<file path="config.mk">
export PLATFORM = sky130hd
export DESIGN_NAME = exe_hazard_ctrl
export DESIGN_NICKNAME = d
export VERILOG_FILES = /design/src/rtl/exe_ctrl_pkg.sv /design/src/rtl/fwd_unit.sv /design/src/rtl/exe_hazard_ctrl.sv
export SDC_FILE = /design/constraint.sdc
export NUM_CORES = 1
export LEC_CHECK = 0
export ABC_AREA = 1
export CAP_MARGIN = 20
export CORE_MARGIN = 2
export CORE_UTILIZATION = 45
export DETAILED_ROUTE_END_ITERATION = 16
export PLACE_DENSITY = 0.84
export SKIP_LAST_GASP = 1
export SLEW_MARGIN = 20
export SYNTH_ARGS = -nofsm -noshare
export SYNTH_HDL_FRONTEND = slang
export SYNTH_SLANG_ARGS = --single-unit
</file>
<file path="constraint.sdc">
create_clock -name clk -period 6.2 [get_ports clk]
set_clock_uncertainty 0.15 [all_clocks]
set_input_delay 1.24 -clock clk [delete_from_list [all_inputs] [get_ports clk]]
set_output_delay 1.24 -clock clk [all_outputs]
set_load 0.01 [all_outputs]
</file>
<file path="src/rtl/exe_ctrl_pkg.sv">
// Shared types and constants for the EXE-stage hazard controller:
// FSM state encoding and ALU operand forwarding-select codes.
package exe_ctrl_pkg;

  typedef enum logic [1:0] {
    RUN   = 2'd0,
    STALL = 2'd1,
    FLUSH = 2'd2
  } state_t;

  localparam logic [1:0] FWD_REG = 2'b00;
  localparam logic [1:0] FWD_WB  = 2'b01;
  localparam logic [1:0] FWD_MEM = 2'b10;

endpackage

</file>
<file path="src/rtl/fwd_unit.sv">
// Single-operand forwarding selector: picks MEM over WB over register file,
// never forwarding from x0.
module fwd_unit
  import exe_ctrl_pkg::*;
#(
  parameter int REG_AW = 5
) (
  input  logic [REG_AW-1:0] rs_i,
  input  logic [REG_AW-1:0] rd_mem_i,
  input  logic              reg_write_mem_i,
  input  logic [REG_AW-1:0] rd_wb_i,
  input  logic              reg_write_wb_i,
  output logic [1:0]        sel_o
);

  logic mem_hit;
  logic wb_hit;

  assign mem_hit = reg_write_mem_i && (rd_mem_i != '0) && (rd_mem_i == rs_i);
  assign wb_hit  = reg_write_wb_i  && (rd_wb_i  != '0) && (rd_wb_i  == rs_i);

  always_comb begin
    sel_o = FWD_REG;
    if (mem_hit) begin
      sel_o = FWD_MEM;
    end else if (wb_hit) begin
      sel_o = FWD_WB;
    end else begin
      sel_o = FWD_REG;
    end
  end

endmodule

</file>
<file path="src/rtl/exe_hazard_ctrl.sv">
// EXE-stage pipeline controller: operand forwarding, single-cycle load-use
// stall, multi-cycle squash on a taken branch, and stall/flush event counters.
module exe_hazard_ctrl
  import exe_ctrl_pkg::*;
#(
  parameter int FLUSH_CYCLES = 2,
  parameter int REG_AW       = 5
) (
  input  logic              clk,
  input  logic              rst,
  input  logic [REG_AW-1:0] RS1_ID_IN,
  input  logic [REG_AW-1:0] RS2_ID_IN,
  input  logic              USES_RS2_ID_IN,
  input  logic [REG_AW-1:0] RS1_EX_IN,
  input  logic [REG_AW-1:0] RS2_EX_IN,
  input  logic [REG_AW-1:0] RD_EX_IN,
  input  logic              MEM_READ_EX_IN,
  input  logic              BRANCH_EX_IN,
  input  logic              ZERO_EX_IN,
  input  logic [REG_AW-1:0] RD_MEM_IN,
  input  logic              REG_WRITE_MEM_IN,
  input  logic [REG_AW-1:0] RD_WB_IN,
  input  logic              REG_WRITE_WB_IN,
  output logic              PC_WE_OUT,
  output logic              IFID_WE_OUT,
  output logic              IDEX_BUBBLE_OUT,
  output logic              FLUSH_OUT,
  output logic [1:0]        FWD_A_SEL_OUT,
  output logic [1:0]        FWD_B_SEL_OUT,
  output logic [31:0]       STALL_COUNT_OUT,
  output logic [31:0]       FLUSH_COUNT_OUT
);

  // Remaining FLUSH-state cycles loaded on detection; the detection cycle itself is not counted.
  localparam int         FLUSH_INIT_INT = (FLUSH_CYCLES > 1) ? (FLUSH_CYCLES - 2) : 0;
  localparam logic [1:0] FLUSH_INIT     = 2'(FLUSH_INIT_INT);
  localparam bit         FLUSH_MULTI    = (FLUSH_CYCLES > 1);

  state_t      state_q, state_d;
  logic [1:0]  cnt_q, cnt_d;
  logic [31:0] stall_cnt_q, stall_cnt_d;
  logic [31:0] flush_cnt_q, flush_cnt_d;

  logic        taken;
  logic        load_use;
  logic [1:0]  fwd_a;
  logic [1:0]  fwd_b;

  assign taken    = BRANCH_EX_IN && ZERO_EX_IN;
  assign load_use = MEM_READ_EX_IN && (RD_EX_IN != '0) &&
                    ((RD_EX_IN == RS1_ID_IN) || (USES_RS2_ID_IN && (RD_EX_IN == RS2_ID_IN)));

  fwd_unit #(.REG_AW(REG_AW)) u_fwd_a (
    .rs_i            (RS1_EX_IN),
    .rd_mem_i        (RD_MEM_IN),
    .reg_write_mem_i (REG_WRITE_MEM_IN),
    .rd_wb_i         (RD_WB_IN),
    .reg_write_wb_i  (REG_WRITE_WB_IN),
    .sel_o           (fwd_a)
  );

  fwd_unit #(.REG_AW(REG_AW)) u_fwd_b (
    .rs_i            (RS2_EX_IN),
    .rd_mem_i        (RD_MEM_IN),
    .reg_write_mem_i (REG_WRITE_MEM_IN),
    .rd_wb_i         (RD_WB_IN),
    .reg_write_wb_i  (REG_WRITE_WB_IN),
    .sel_o           (fwd_b)
  );

  always_ff @(posedge clk or posedge rst) begin
    if (rst) begin
      state_q     <= RUN;
      cnt_q       <= 2'd0;
      stall_cnt_q <= 32'd0;
      flush_cnt_q <= 32'd0;
    end else begin
      state_q     <= state_d;
      cnt_q       <= cnt_d;
      stall_cnt_q <= stall_cnt_d;
      flush_cnt_q <= flush_cnt_d;
    end
  end

  always_comb begin
    state_d     = state_q;
    cnt_d       = cnt_q;
    stall_cnt_d = stall_cnt_q;
    flush_cnt_d = flush_cnt_q;
    case (state_q)
      RUN, STALL: begin
        // load_use is only acted on from RUN so a stall never lasts more than one cycle
        if (taken) begin
          flush_cnt_d = flush_cnt_q + 32'd1;
          state_d     = FLUSH_MULTI ? FLUSH : RUN;
          cnt_d       = FLUSH_INIT;
        end else if (load_use && (state_q == RUN)) begin
          stall_cnt_d = stall_cnt_q + 32'd1;
          state_d     = STALL;
        end else begin
          state_d     = RUN;
        end
      end
      FLUSH: begin
        if (cnt_q == 2'd0) begin
          state_d = RUN;
        end else begin
          cnt_d   = cnt_q - 2'd1;
        end
      end
      default: begin
        state_d = RUN;
        cnt_d   = 2'd0;
      end
    endcase
  end

  always_comb begin
    PC_WE_OUT       = 1'b1;
    IFID_WE_OUT     = 1'b1;
    IDEX_BUBBLE_OUT = 1'b0;
    FLUSH_OUT       = 1'b0;
    if (rst) begin
      PC_WE_OUT       = 1'b0;
      IFID_WE_OUT     = 1'b0;
      IDEX_BUBBLE_OUT = 1'b1;
      FLUSH_OUT       = 1'b1;
    end else begin
      case (state_q)
        RUN, STALL: begin
          if (taken) begin
            IDEX_BUBBLE_OUT = 1'b1;
            FLUSH_OUT       = 1'b1;
          end else if (load_use && (state_q == RUN)) begin
            PC_WE_OUT       = 1'b0;
            IFID_WE_OUT     = 1'b0;
            IDEX_BUBBLE_OUT = 1'b1;
          end else begin
            IDEX_BUBBLE_OUT = 1'b0;
          end
        end
        FLUSH: begin
          IDEX_BUBBLE_OUT = 1'b1;
          FLUSH_OUT       = 1'b1;
        end
        default: begin
          IDEX_BUBBLE_OUT = 1'b0;
        end
      endcase
    end
  end

  assign FWD_A_SEL_OUT   = rst ? FWD_REG : fwd_a;
  assign FWD_B_SEL_OUT   = rst ? FWD_REG : fwd_b;
  assign STALL_COUNT_OUT = stall_cnt_q;
  assign FLUSH_COUNT_OUT = flush_cnt_q;

endmodule
</file>
Word-level counts from Yosys, hierarchy flattened
Cells that the tools add are included.
{"block": "classes", "muxes": 24, "n_eq_ne": 11, "n_bitwise": 1, "add_sub_neg": 3, "reduce_logical": 21}
{"op": "$add 32x1->32 const B", "n": 2}
{"op": "$eq 5x5->1", "n": 6}
{"op": "$mux 2", "n": 8}
{"op": "$reduce_bool 5->1", "n": 3}
{"op": "$mux 1", "n": 12}
{"op": "$logic_and 1x1->1", "n": 11}
{"op": "$pmux 2 s2", "n": 2}
{"op": "$ne 2x2->1 const B", "n": 3}
{"op": "$logic_not 2->1", "n": 2}
{"op": "$pmux 1 s2", "n": 2}
{"op": "$reduce_and 2->1", "n": 2}
{"op": "$reduce_and 3->1", "n": 1}
{"op": "$eq 2x1->1 const B", "n": 1}
{"op": "$eq 2x2->1 const B", "n": 1}
{"op": "$reduce_or 2->1", "n": 1}
{"op": "$sub 2x1->2 const B", "n": 1}
{"op": "$logic_or 1x1->1", "n": 1}
{"op": "$not 1->1", "n": 1}
{"block": "word_totals", "in_bits": 43, "regBits": 68}

Longest topological paths before layout
Gate-level depths: netlist (run 1).
{"block": "logic_depth", "ltp_word": 9, "mapped_depth": 11}

Hierarchy
Synthesis (run 1) repeated with hierarchy kept, for this count alone.
{"block": "hier_totals", "hier_cells": 751, "area_unflattened_um2": 5042.3}
{"module": "exe_hazard_ctrl", "cells_each": 649, "n_inst": 1, "area_each_um2": 4599.4}
{"module": "fwd_unit", "cells_each": 51, "n_inst": 2, "area_each_um2": 221.5}

Worst setup path before layout (run 1)
OpenSTA, ideal clock, no wires.
{"block": "synth_timing", "path_type": "input-to-output", "from": "in rst", "to": "out IDEX_BUBBLE_OUT", "t_required_ps": 4810, "path_stages": 3, "setup_slack_ps": 1298, "arrival_time_ps": 3512, "cell_sequence": "inv_1 > nand3_1 > or2_2"}
{"block": "synth_between", "elab_chain_cells": 1}
{"element": "start, declared", "line": "exe_hazard_ctrl.sv:10", "source": "input logic rst,"}
{"element": "$mux 1", "line": "exe_hazard_ctrl.sv:123", "source": "if (rst) begin"}
{"element": "end, declared", "line": "exe_hazard_ctrl.sv:26", "source": "output logic IDEX_BUBBLE_OUT,"}
No other way between the ends.

Final worst setup path (run 1)
{"block": "layout_timing", "from": "in RD_EX_IN[2]", "to": "out IDEX_BUBBLE_OUT"}
{"block": "layout_between", "elab_chain_cells": 9}
{"element": "start, declared", "line": "exe_hazard_ctrl.sv:16", "source": "input logic [REG_AW-1:0] RD_EX_IN,"}
{"element": "$eq 5x5->1", "line": "exe_hazard_ctrl.sv:51", "source": "((RD_EX_IN == RS1_ID_IN) || (USES_RS2_ID_IN && (RD_EX_IN == RS2_ID_IN)));"}
{"element": "$logic_and 1x1->1", "line": "exe_hazard_ctrl.sv:51"}
{"element": "$logic_or 1x1->1", "line": "exe_hazard_ctrl.sv:51"}
{"element": "$logic_and 1x1->1 (*)", "line": "exe_hazard_ctrl.sv:50", "source": "assign load_use = MEM_READ_EX_IN && (RD_EX_IN != '0) &&"}
{"element": "$logic_and 1x1->1 (*)", "line": "exe_hazard_ctrl.sv:134", "source": "end else if (load_use && (state_q == RUN)) begin"}
{"element": "$mux 1 (*)", "line": "exe_hazard_ctrl.sv:134"}
{"element": "$mux 1 (*)", "line": "exe_hazard_ctrl.sv:131", "source": "if (taken) begin"}
{"element": "$pmux 1 s2 (*)", "line": "exe_hazard_ctrl.sv:129", "source": "case (state_q)"}
{"element": "$mux 1 (*)", "line": "exe_hazard_ctrl.sv:123"}
Every way passes the cells marked *; elsewhere a longest branch is shown, timed or not.

==> summary.txt, run 1 <==
Floorplan
  – Die area: 0.0114 mm^2
  – Core Area: 0.0103 mm^2
  – Die width: 107 um
  – Die Y: 107 um
  – Top Ports: 115
  – Starting Density: 46.2%
  – Num rows: 37

STA
  – Setup_tns: 0 ps
  – RSZ-0062 raised after global routing: false
  – Max Clk Rate: 204 MHz
  – Period utilization: 79.0%
  – Crit path time final: 4900 ps
  – Final hold vios: 0
  – Relative slew slack: 58.4%
  – Slew Viols, Final: 0
  – Final setup fails: 0
  – Worst-margin pin slew: 622 ps

Worst setup path
  – Worst endpoint data arrival time: 3510 ps
  – Critical path class: in -> out
  – Crit-path max FO: 24
  – Setup crit end kind: output port
  – Required arrival time at the worst endpoint: 4810 ps
  – Worst setup SP type: primary input
  – Flop2flop setup slack: 4240 ps

Clocking
  – Clock Sinks: 68
  – CTS buffer count: 9
  – CTS tree: yes
  – Worst skew pair latency: 340 ps
  – PostCTS Resize Cnt: 0
  – CTS max path bufs: 2
  – Clk slew on worst S/H paths: 70 ps
  – Postcts setup bufs: 0
  – H-tree depth: 3
  – Clock Root Buffer: clkbuf_8
  – Post-CTS Hold Buffers: 0

Routing
  – Iteration-0 DRC Markers: 168
  – Detailed-route DRC error count: 0
  – Vias per cell: 5.01
  – Final ANT Viol Nets: 0
  – Post-Route WL: 12.3 mm
  – WL per Instance: 13.1 um
  – First drt pass iteration count: 5
  – Total number of vias: 4714

Power and ir drop
  – Combinational power share: 20.4%
  – Clock power frac: 29.8%
  – Switching Fraction: 29.5%
  – Pleak: 2.82 nW
  – PwrDens: 164 mW/mm^2
  – Pint: 0.713 mW
  – Switch Pwr: 0.299 mW
  – Reg power frac: 49.8%
  – Worst VDD drop: 0.000132 V

Placement
  – Routability cong.: 0.933
  – Port bufs: 114
  – Placed instance area: 0.00602 mm^2
  – DP HPWL: 9.44 mm

Finish
  – Fill count: 946
  – Register area: 0.00170 mm^2
  – Multi-input logic area: 0.00275 mm^2
  – Post-Layout Inst Area: 0.00617 mm^2
  – Utilization after layout: 59.8%
  – Most frequent cells in the layout: nand2_1, clkdlybuf4s50_1, nor2_1, dfrtp_1, inv_1
  – Area growth syn-to-layout: 29.3%
  – Final-stage net count: 847
  – Share of cells above drive strength 1: 8.07%
  – Most common cell after layout, fill and taps aside: nand2_1
  – Antenna fix cells: 0

Yosys
  – Mean Syn Cell Area: 6.98 um^2
  – Mapped Nets: 729
  – Synth Register Bits: 68
  – Ys Warns: 0
  – Netlist Area Pre-Place: 0.00477 mm^2
  – Post-synthesis sequential area ratio: 35.7%
  – Post-synthesis cell count: 683
  – Distinct cells, synth: 37

Global route
  – Remaining global-route overflow: 0
  – Initial antenna violation count: 0
  – Vias in the first global route: 4576
  – Global router's overall resource usage: 22.6%
  – First-pass GRT wire length: 21.0 mm
  – Largest net degree at the start of global routing: 39

Worst hold path
  – Worst hold path class: reg -> reg

Status
  – Status: complete, no violations

Flow run
  – # Max-Cap Violations: 0
[metal layers]
layer | vias up | wire, um | global-route usage (%)
li1 | 2382 | - | -
met1 | 2195 | 5490 | 28.9
met2 | 124 | 6110 | 39.2
met3 | 13 | 549 | 3.95
met4 | 0 | 139 | 6.86
met5 | - | 0 | 0
[final timing paths]
kind,from,to,cells after the start
worst max-delay path,RD_EX_IN[2],IDEX_BUBBLE_OUT,9
worst min-delay path,cnt_q[0],cnt_q[0],1
worst max register to register,STALL_COUNT_OUT[0],STALL_COUNT_OUT[26],10
worst min register to register,cnt_q[0],cnt_q[0],1
max in group asynchronous,rst,STALL_COUNT_OUT[31],3
min in group asynchronous,rst,FLUSH_COUNT_OUT[18],3
[final cells by class]
cell class	instances	share of cell area [%]
Clock buffer	12	2.19
Sequential cell	68	27.6
Multi-Input combinational cell	543	44.6
Inverter	63	3.83
Timing Repair Buffer	116	18.7
Clock inverter	3	0.243
Tap cell	136	2.76
[power groups by stage]
stage                     combinational, mW  clock (mW)  sequential (mW)
after global placement                0.204           0            0.510
after floorplan                      0.0956           0            0.515
after CTS                             0.209       0.308            0.503
after global routing                  0.228       0.329            0.507
after detailed placement              0.208           0            0.511
final                                 0.207       0.301            0.504
[metrics by stage]
step / power (mW) / std cells / setup slack (ps) / hold slack (ps)
finish: 1.01 / 941 / 1300 / 345
global route: 1.06 / 941 / 1150 / 397
CTS: 1.02 / 941 / 1300 / 350
detailed placement: 0.719 / 926 / 1300 / 337
global placement: 0.714 / 926 / 1310 / 323
floorplan: 0.611 / 683 / 1300 / 303
[flip-flops by register name, indices dropped and copies added, names as in the netlist]
| signal | flops |
|---|---|
| FLUSH_COUNT_OUT | 32 |
| STALL_COUNT_OUT | 32 |
| cnt_q | 2 |
| state_q | 2 |
[logic make-up (layout without fill, tap and decap cells)]
logic type                 Yosys count  after routing  share of synthesized area (%)
DFF                                 68             68                           35.7
adders and majority gates            3              3                          0.787
AOI/OAI and AO/OA                   12             12                           1.76
buffers and inverters               72            194                           6.58
xor gates and xnor gates            53             53                           9.73
and+or+nand+nor                    475            475                           45.5
[worst max-delay path, cell delays in order]
cell	delay, ps
clkdlybuf4s50_1	500
inv_1	80
nand2_1	60
nand2_1	50
nor2_1	130
nand3_2	150
a21oi_4	540
or2_2	210
clkdlybuf4s50_1	550
[cell usage after synthesis (all sizes together)]
| master | instances | area (um^2) |
|---|---|---|
| nor3 | 14 | 101 |
| a21oi | 2 | 21.3 |
| nor4 | 1 | 6.26 |
| dfrtp | 68 | 1700 |
| nand3b | 20 | 150 |
| or2 | 3 | 18.8 |
| a211oi | 1 | 7.51 |
| nand4 | 20 | 125 |
| inv | 63 | 236 |
| o21a | 1 | 7.51 |
| xor2 | 27 | 236 |
| xnor2 | 26 | 228 |
| o2111ai | 1 | 8.76 |
| buf | 9 | 77.6 |
| o22ai | 1 | 6.26 |
| o21bai | 1 | 7.51 |
| nand3 | 45 | 263 |
| nor3b | 1 | 7.51 |
| nor2 | 93 | 395 |
| ha | 3 | 37.5 |
| o21ai | 5 | 25.0 |
| nand2 | 278 | 1100 |
(Power assumes the default switching activity.)
==> run 2: changes to the inputs <==
--- a/config.mk
+++ b/config.mk
@@ -10,7 +10,7 @@
 export CORE_MARGIN = 2
 export CORE_UTILIZATION = 45
 export DETAILED_ROUTE_END_ITERATION = 16
-export PLACE_DENSITY = 0.84
+export PLACE_DENSITY = 0.86
 export SKIP_LAST_GASP = 1
 export SLEW_MARGIN = 20
 export SYNTH_ARGS = -nofsm -noshare
==> constraint.sdc (replaced) <==
create_clock -name clk -period 4 [get_ports clk]
set_clock_uncertainty 0.15 [all_clocks]
set_input_delay 0.8 -clock clk [delete_from_list [all_inputs] [get_ports clk]]
set_output_delay 0.8 -clock clk [all_outputs]
set_load 0.01 [all_outputs]
==> summary.txt, run 2 (synthesis gave the netlist of run 1 again) <==
Power and ir drop
  – Pleak: 2.84 nW (was 2.82 nW)
  – Switch Pwr: 0.476 mW (was 0.299 mW)
  – Pint: 1.17 mW (was 0.713 mW)
  – Clock power frac: 33.1% (was 29.8%)
  – Switching Fraction: 28.9% (was 29.5%)
  – Reg power frac: 47.4% (was 49.8%)
  – Worst VDD drop: 0.000201 V (was 0.000132 V)
  – Combinational power share: 19.6% (was 20.4%)
  – PwrDens: 265 mW/mm^2 (was 164 mW/mm^2)

Clocking
  – H-tree depth: 3 (unchanged)
  – Post-CTS Hold Buffers: 0 (unchanged)
  – Clock Sinks: 68 (unchanged)
  – PostCTS Resize Cnt: 0 (unchanged)
  – Clock Root Buffer: clkbuf_8 (unchanged)
  – Postcts setup bufs: 0 (unchanged)
  – Worst skew pair latency: 350 ps (was 340 ps)
  – CTS max path bufs: 2 (unchanged)
  – CTS buffer count: 9 (unchanged)
  – CTS tree: yes (unchanged)
  – Clk slew on worst S/H paths: 60 ps (was 70 ps)

Routing
  – First drt pass iteration count: 5 (unchanged)
  – Vias per cell: 5.02 (was 5.01)
  – Total number of vias: 4742 (was 4714)
  – WL per Instance: 12.9 um (was 13.1 um)
  – Post-Route WL: 12.1 mm (was 12.3 mm)
  – Detailed-route DRC error count: 0 (unchanged)
  – Iteration-0 DRC Markers: 141 (was 168)
  – Final ANT Viol Nets: 0 (unchanged)

STA
  – Slew Viols, Final: 0 (unchanged)
  – Max Clk Rate: 284 MHz
  – Final hold vios: 0 (unchanged)
  – Crit path time final: 3520 ps
  – Setup_tns: 0 ps (unchanged)
  – Worst-margin pin slew: 458 ps (was 622 ps)
  – Period utilization: 88.1%
  – Final setup fails: 0 (unchanged)
  – RSZ-0062 raised after global routing: false (unchanged)
  – Final worst setup slack: 475 ps (was 1300 ps)
  – Relative slew slack: 69.4% (was 58.4%)

Finish
  – Final-stage net count: 850 (was 847)
  – Most common cell after layout, fill and taps aside: nand2_1 (unchanged)
  – Final Instance Count excl. Fillers: 945 (was 941)
  – Area growth syn-to-layout: 30.6% (was 29.3%)
  – Share of cells above drive strength 1: 8.65% (was 8.07%)
  – Most frequent cells in the layout: nand2_1, clkdlybuf4s50_1, nor2_1, dfrtp_1, inv_1 (unchanged)
  – Antenna fix cells: 0 (unchanged)

Worst setup path
  – Slowest stage delay, CP: 530 ps (was 550 ps)
  – RR Endpoint: STALL_COUNT_OUT[28] (was STALL_COUNT_OUT[26])
  – Critical path class: in -> out (unchanged)
  – Crit path from: RD_EX_IN[1] (was RD_EX_IN[2])
  – Crit-path max FO: 10 (was 24)
  – Buf/Inv on CP: 4 (was 3)
  – Setup crit end: PC_WE_OUT (was IDEX_BUBBLE_OUT)
  – R2R cell count: 8 (was 10)
  – Flop2flop setup slack: 2060 ps (was 4240 ps)
  – Worst r2r src: STALL_COUNT_OUT[0] (unchanged)
  – Slowest CP cell: clkdlybuf4s50_1 (unchanged)
  – Worst setup SP type: primary input (unchanged)
  – Critical path's top delay family: buffers and inverters (unchanged)
  – Crit path cell chain: clkdlybuf4s50_1, inv_2, nand2_1, nand2_1, nor2_1, nand3_2, nand2_4, nand3_4, nand2_1, inv_1, clkdlybuf4s50_1 (was clkdlybuf4s50_1, inv_1, nand2_1, nand2_1, nor2_1, nand3_2, a21oi_4, or2_2, clkdlybuf4s50_1)
  – Worst endpoint data arrival time: 2570 ps (was 3510 ps)
  – CP dominant cell by count: nand2_1
  – Required arrival time at the worst endpoint: 3050 ps (was 4810 ps)
  – Setup crit end kind: output port (unchanged)
  – Critical path depth: 11 (was 9)

Floorplan
  – Die Y: 107 um (unchanged)
  – Die width: 107 um (unchanged)
  – Num rows: 37 (unchanged)
  – Starting Density: 46.2% (unchanged)
  – Die area: 0.0114 mm^2 (unchanged)
  – Core Area: 0.0103 mm^2 (unchanged)
  – Top Ports: 115 (unchanged)

Global route
  – Largest net degree at the start of global routing: 36 (was 39)
  – Vias in the first global route: 4508 (was 4576)
  – Initial antenna violation count: 0 (unchanged)
  – Remaining global-route overflow: 0 (unchanged)
  – First-pass GRT wire length: 20.9 mm (was 21.0 mm)
  – Global router's overall resource usage: 22.7% (was 22.6%)

Placement
  – Routability cong.: 0.916 (was 0.933)
  – Port bufs: 114 (unchanged)
  – Setup WS pre-CTS: 466 ps (was 1300 ps)
  – Placed insts: 929 (was 926)
  – DP HPWL: 9.38 mm (was 9.44 mm)

Worst hold path
  – Worst hold path class: reg -> reg (unchanged)

Flow run
  – # Max-Cap Violations: 0 (unchanged)

Status
  – Status: complete, no violations (unchanged)
[run 2: cell count changes in the layout (fill, tap and decap cells not counted)]
cell and change:
bufinv_16 +1, inv_2 -1, buf_4 +3, clkinvlp_4 +2
clkbuf_1 -1
[run 2: final cells by class]
type                            count  area, um^2
Timing Repair Buffer              119        1180
Clock inverter                      5        52.6
Multi-Input combinational cell    543        2750
Clock buffer                       11         131
Sequential cell                    68        1700
Fill cell                         943        4100
Inverter                           63         240
Tap cell                          136         170
[run 2: worst min path at each step]
| stage | cells after the start | start | to |
|---|---|---|---|
| global placement | 2 | cnt_q[1] | cnt_q[1] |
| CTS | 1 | cnt_q[0] | cnt_q[0] |
| finish | 1 | cnt_q[0] | cnt_q[0] |
| floorplan | 2 | cnt_q[1] | cnt_q[1] |
| global route | 1 | FLUSH_COUNT_OUT[30] | FLUSH_COUNT_OUT[30] |
| detailed placement | 1 | cnt_q[0] | cnt_q[0] |
[run 2: power groups by stage]
stage	logic (mW)	clock network, mW	registers [mW]
after floorplan	0.148	0	0.799
after global placement	0.318	0	0.792
after detailed placement	0.325	0	0.793
final	0.323	0.545	0.781
after global routing	0.353	0.592	0.787
after CTS	0.326	0.560	0.781
[run 2: routing by layer]
layer	share of wire, %	vias to the layer above	track usage [%]
li1	-	2390	-
met1	41	2182	27.0
met2	51	141	41.1
met3	5.4	29	4.80
met4	2.1	0	6.96
met5	0	-	0
[run 2: through the flow]
stage                     utilization [%]  total power [mW]  hold WS [ps]  cell area, um^2
final                                60.3              1.65           347             6230
after global routing                 60.3              1.73           399             6230
after CTS                            60.3              1.67           353             6230
after detailed placement             58.6              1.12           340             6040
after global placement               58.6              1.11           323             6040
after floorplan                         -             0.947           303             4770
==> run 3: changes to the inputs <==
--- a/config.mk
+++ b/config.mk
@@ -8,9 +8,9 @@
 export ABC_AREA = 1
 export CAP_MARGIN = 20
 export CORE_MARGIN = 2
-export CORE_UTILIZATION = 45
+export CORE_UTILIZATION = 46
 export DETAILED_ROUTE_END_ITERATION = 16
-export PLACE_DENSITY = 0.86
+export PLACE_DENSITY = 0.88
 export SKIP_LAST_GASP = 1
 export SLEW_MARGIN = 20
 export SYNTH_ARGS = -nofsm -noshare
==> summary.txt, run 3 (synthesis gave the netlist of run 1 again) <==
Global route
  – Largest net degree at the start of global routing: 37 (was 36)
  – Initial antenna violation count: 0 (unchanged)
  – First-pass GRT wire length: 21.1 mm (was 20.9 mm)
  – Remaining global-route overflow: 0 (unchanged)
  – Global router's overall resource usage: 23.2% (was 22.7%)
  – Vias in the first global route: 4455 (was 4508)

STA
  – Final hold vios: 0 (unchanged)
  – Worst-margin pin slew: 455 ps (was 458 ps)
  – Relative slew slack: 69.7% (was 69.4%)
  – Slew Viols, Final: 0 (unchanged)
  – Setup_tns: 0 ps (unchanged)
  – WHS: 348 ps (was 347 ps)
  – Max Clk Rate: 284 MHz (about the same)
  – Period utilization: 88.0% (was 88.1%)
  – Crit path time final: 3520 ps (about the same)
  – RSZ-0062 raised after global routing: false (unchanged)
  – Final setup fails: 0 (unchanged)

Routing
  – Total number of vias: 4688 (was 4742)
  – Vias per cell: 4.96 (was 5.02)
  – Met1 WL: 5.27 mm (was 4.99 mm)
  – Detailed-route DRC error count: 0 (unchanged)
  – Metal3 WL: 689 um (was 654 um)
  – DR top layer: met4 (unchanged)
  – Post-Route WL: 12.3 mm (was 12.1 mm)
  – WL per Instance: 13.1 um (was 12.9 um)
  – Iteration-0 DRC Markers: 143 (was 141)
  – Final ANT Viol Nets: 0 (unchanged)
  – Met2 WL: 6.14 mm (was 6.25 mm)
  – First drt pass iteration count: 4 (was 5)

Floorplan
  – Die area: 0.0112 mm^2 (was 0.0114 mm^2)
  – Num rows: 37 (unchanged)
  – Die Y: 106 um (was 107 um)
  – Die width: 106 um (was 107 um)
  – Core Area: 0.0102 mm^2 (was 0.0103 mm^2)
  – Top Ports: 115 (unchanged)
  – Starting Density: 46.8% (was 46.2%)

Worst setup path
  – Crit-path max FO: 10 (unchanged)
  – Required arrival time at the worst endpoint: 3050 ps (about the same)
  – Critical path's top delay family: buffers and inverters (unchanged)
  – Crit path from: RD_EX_IN[0] (was RD_EX_IN[1])
  – Setup crit end kind: output port (unchanged)
  – Critical path class: in -> out (unchanged)
  – CP dominant cell by count: nand2_1 (unchanged)
  – Crit path cell chain: clkdlybuf4s50_1, inv_2, nand2_1, nand2_1, nor2_1, nand3_2, nand2_4, nand3_4, nand2_1, inv_1, clkdlybuf4s50_1 (unchanged)
  – Slowest CP cell: clkdlybuf4s50_1 (unchanged)
  – Worst setup SP type: primary input (unchanged)
  – Worst endpoint data arrival time: 2570 ps (about the same)
  – Buf/Inv on CP: 4 (unchanged)
  – Worst r2r src: STALL_COUNT_OUT[0] (unchanged)
  – Slowest stage delay, CP: 530 ps (about the same)

Clocking
  – Clk slew on worst S/H paths: 70 ps (was 60 ps)
  – Clock Sinks: 68 (unchanged)
  – CTS max path bufs: 2 (unchanged)
  – CTS buffer count: 9 (unchanged)
  – Postcts setup bufs: 0 (unchanged)
  – Clock Root Buffer: clkbuf_8 (unchanged)
  – PostCTS Resize Cnt: 0 (unchanged)
  – Worst skew pair latency: 350 ps (about the same)
  – CTS tree: yes (unchanged)
  – Post-CTS Hold Buffers: 0 (unchanged)
  – H-tree depth: 3 (unchanged)

Finish
  – Post-Layout Inst Area: 0.00624 mm^2 (was 0.00623 mm^2)
  – Share of cells above drive strength 1: 8.78% (was 8.65%)
  – Fill count: 928 (was 943)
  – Final-stage net count: 850 (unchanged)
  – Register area: 0.00170 mm^2 (unchanged)
  – Most frequent cells in the layout: nand2_1, clkdlybuf4s50_1, nor2_1, dfrtp_1, inv_1 (unchanged)
  – Most common cell after layout, fill and taps aside: nand2_1 (unchanged)
  – Multi-input logic area: 0.00275 mm^2 (unchanged)
  – Area growth syn-to-layout: 30.8% (was 30.6%)
  – Antenna fix cells: 0 (unchanged)

Placement
  – Port bufs: 114 (unchanged)
  – DP HPWL: 9.48 mm (was 9.38 mm)
  – Routability cong.: 0.945 (was 0.916)
  – Placed instance area: 0.00604 mm^2 (unchanged)

Power and ir drop
  – Pleak: 2.84 nW (about the same)
  – Worst VDD drop: 0.000241 V (was 0.000201 V)
  – PwrDens: 268 mW/mm^2 (was 265 mW/mm^2)

Flow run
  – # Max-Cap Violations: 0 (unchanged)

Worst hold path
  – Min-delay src: cnt_q[0] (unchanged)
  – Worst hold path class: reg -> reg (unchanged)

Status
  – Status: complete, no violations (unchanged)
run 3: cell types whose count changed in the layout (fill, tap and decap cells not counted), sizes merged:
cell	change
clkbuf	-1
clkinv	+1
run 3: routing by layer:
| layer | vias to the layer above | global-route usage [%] |
|---|---|---|
| met3 | 24 | 4.45 |
| met1 | 2127 | 28.9 |
| li1 | 2392 | - |
| met4 | 0 | 6.58 |
| met5 | - | 0 |
| met2 | 145 | 40.9 |
run 3: stage by stage:
stage / std cells / worst slack, ps / utilization, % / total power, mW
after floorplan: 683 / 651 / - / 0.947
after global placement: 929 / 504 / 59.3 / 1.11
after detailed placement: 929 / 475 / 59.3 / 1.12
after CTS: 945 / 462 / 61.2 / 1.68
after global routing: 945 / 326 / 61.2 / 1.76
final: 945 / 479 / 61.2 / 1.67
run 3: final timing paths:
path | depth (start not counted) | to | slack (ps)
worst max-delay path | 11 | IFID_WE_OUT | 480
worst min-delay path | 1 | cnt_q[0] | 350
worst max register to register | 10 | STALL_COUNT_OUT[26] | 2060
worst min register to register | 1 | cnt_q[0] | 350
max in group asynchronous | 3 | STALL_COUNT_OUT[31] | 2420
min in group asynchronous | 3 | FLUSH_COUNT_OUT[2] | 930
run 3: final cells by class:
| cell class | instances | share of cell area [%] |
|---|---|---|
| repair buffers | 119 | 18.9 |
| inverters | 63 | 3.85 |
| well taps | 136 | 2.73 |
| clock inverters | 6 | 1.04 |
| multi-input cells | 543 | 44.2 |
| clock buffers | 10 | 2.05 |
| flip-flops and latches | 68 | 27.3 |
run 3: report_power, final:
group	leakage [nW]	internal, mW	switching [mW]
Combinational	1.83	0.165	0.158
Clock	0.0962	0.288	0.277
Sequential	0.912	0.723	0.0590
Total	2.84	1.18	0.494
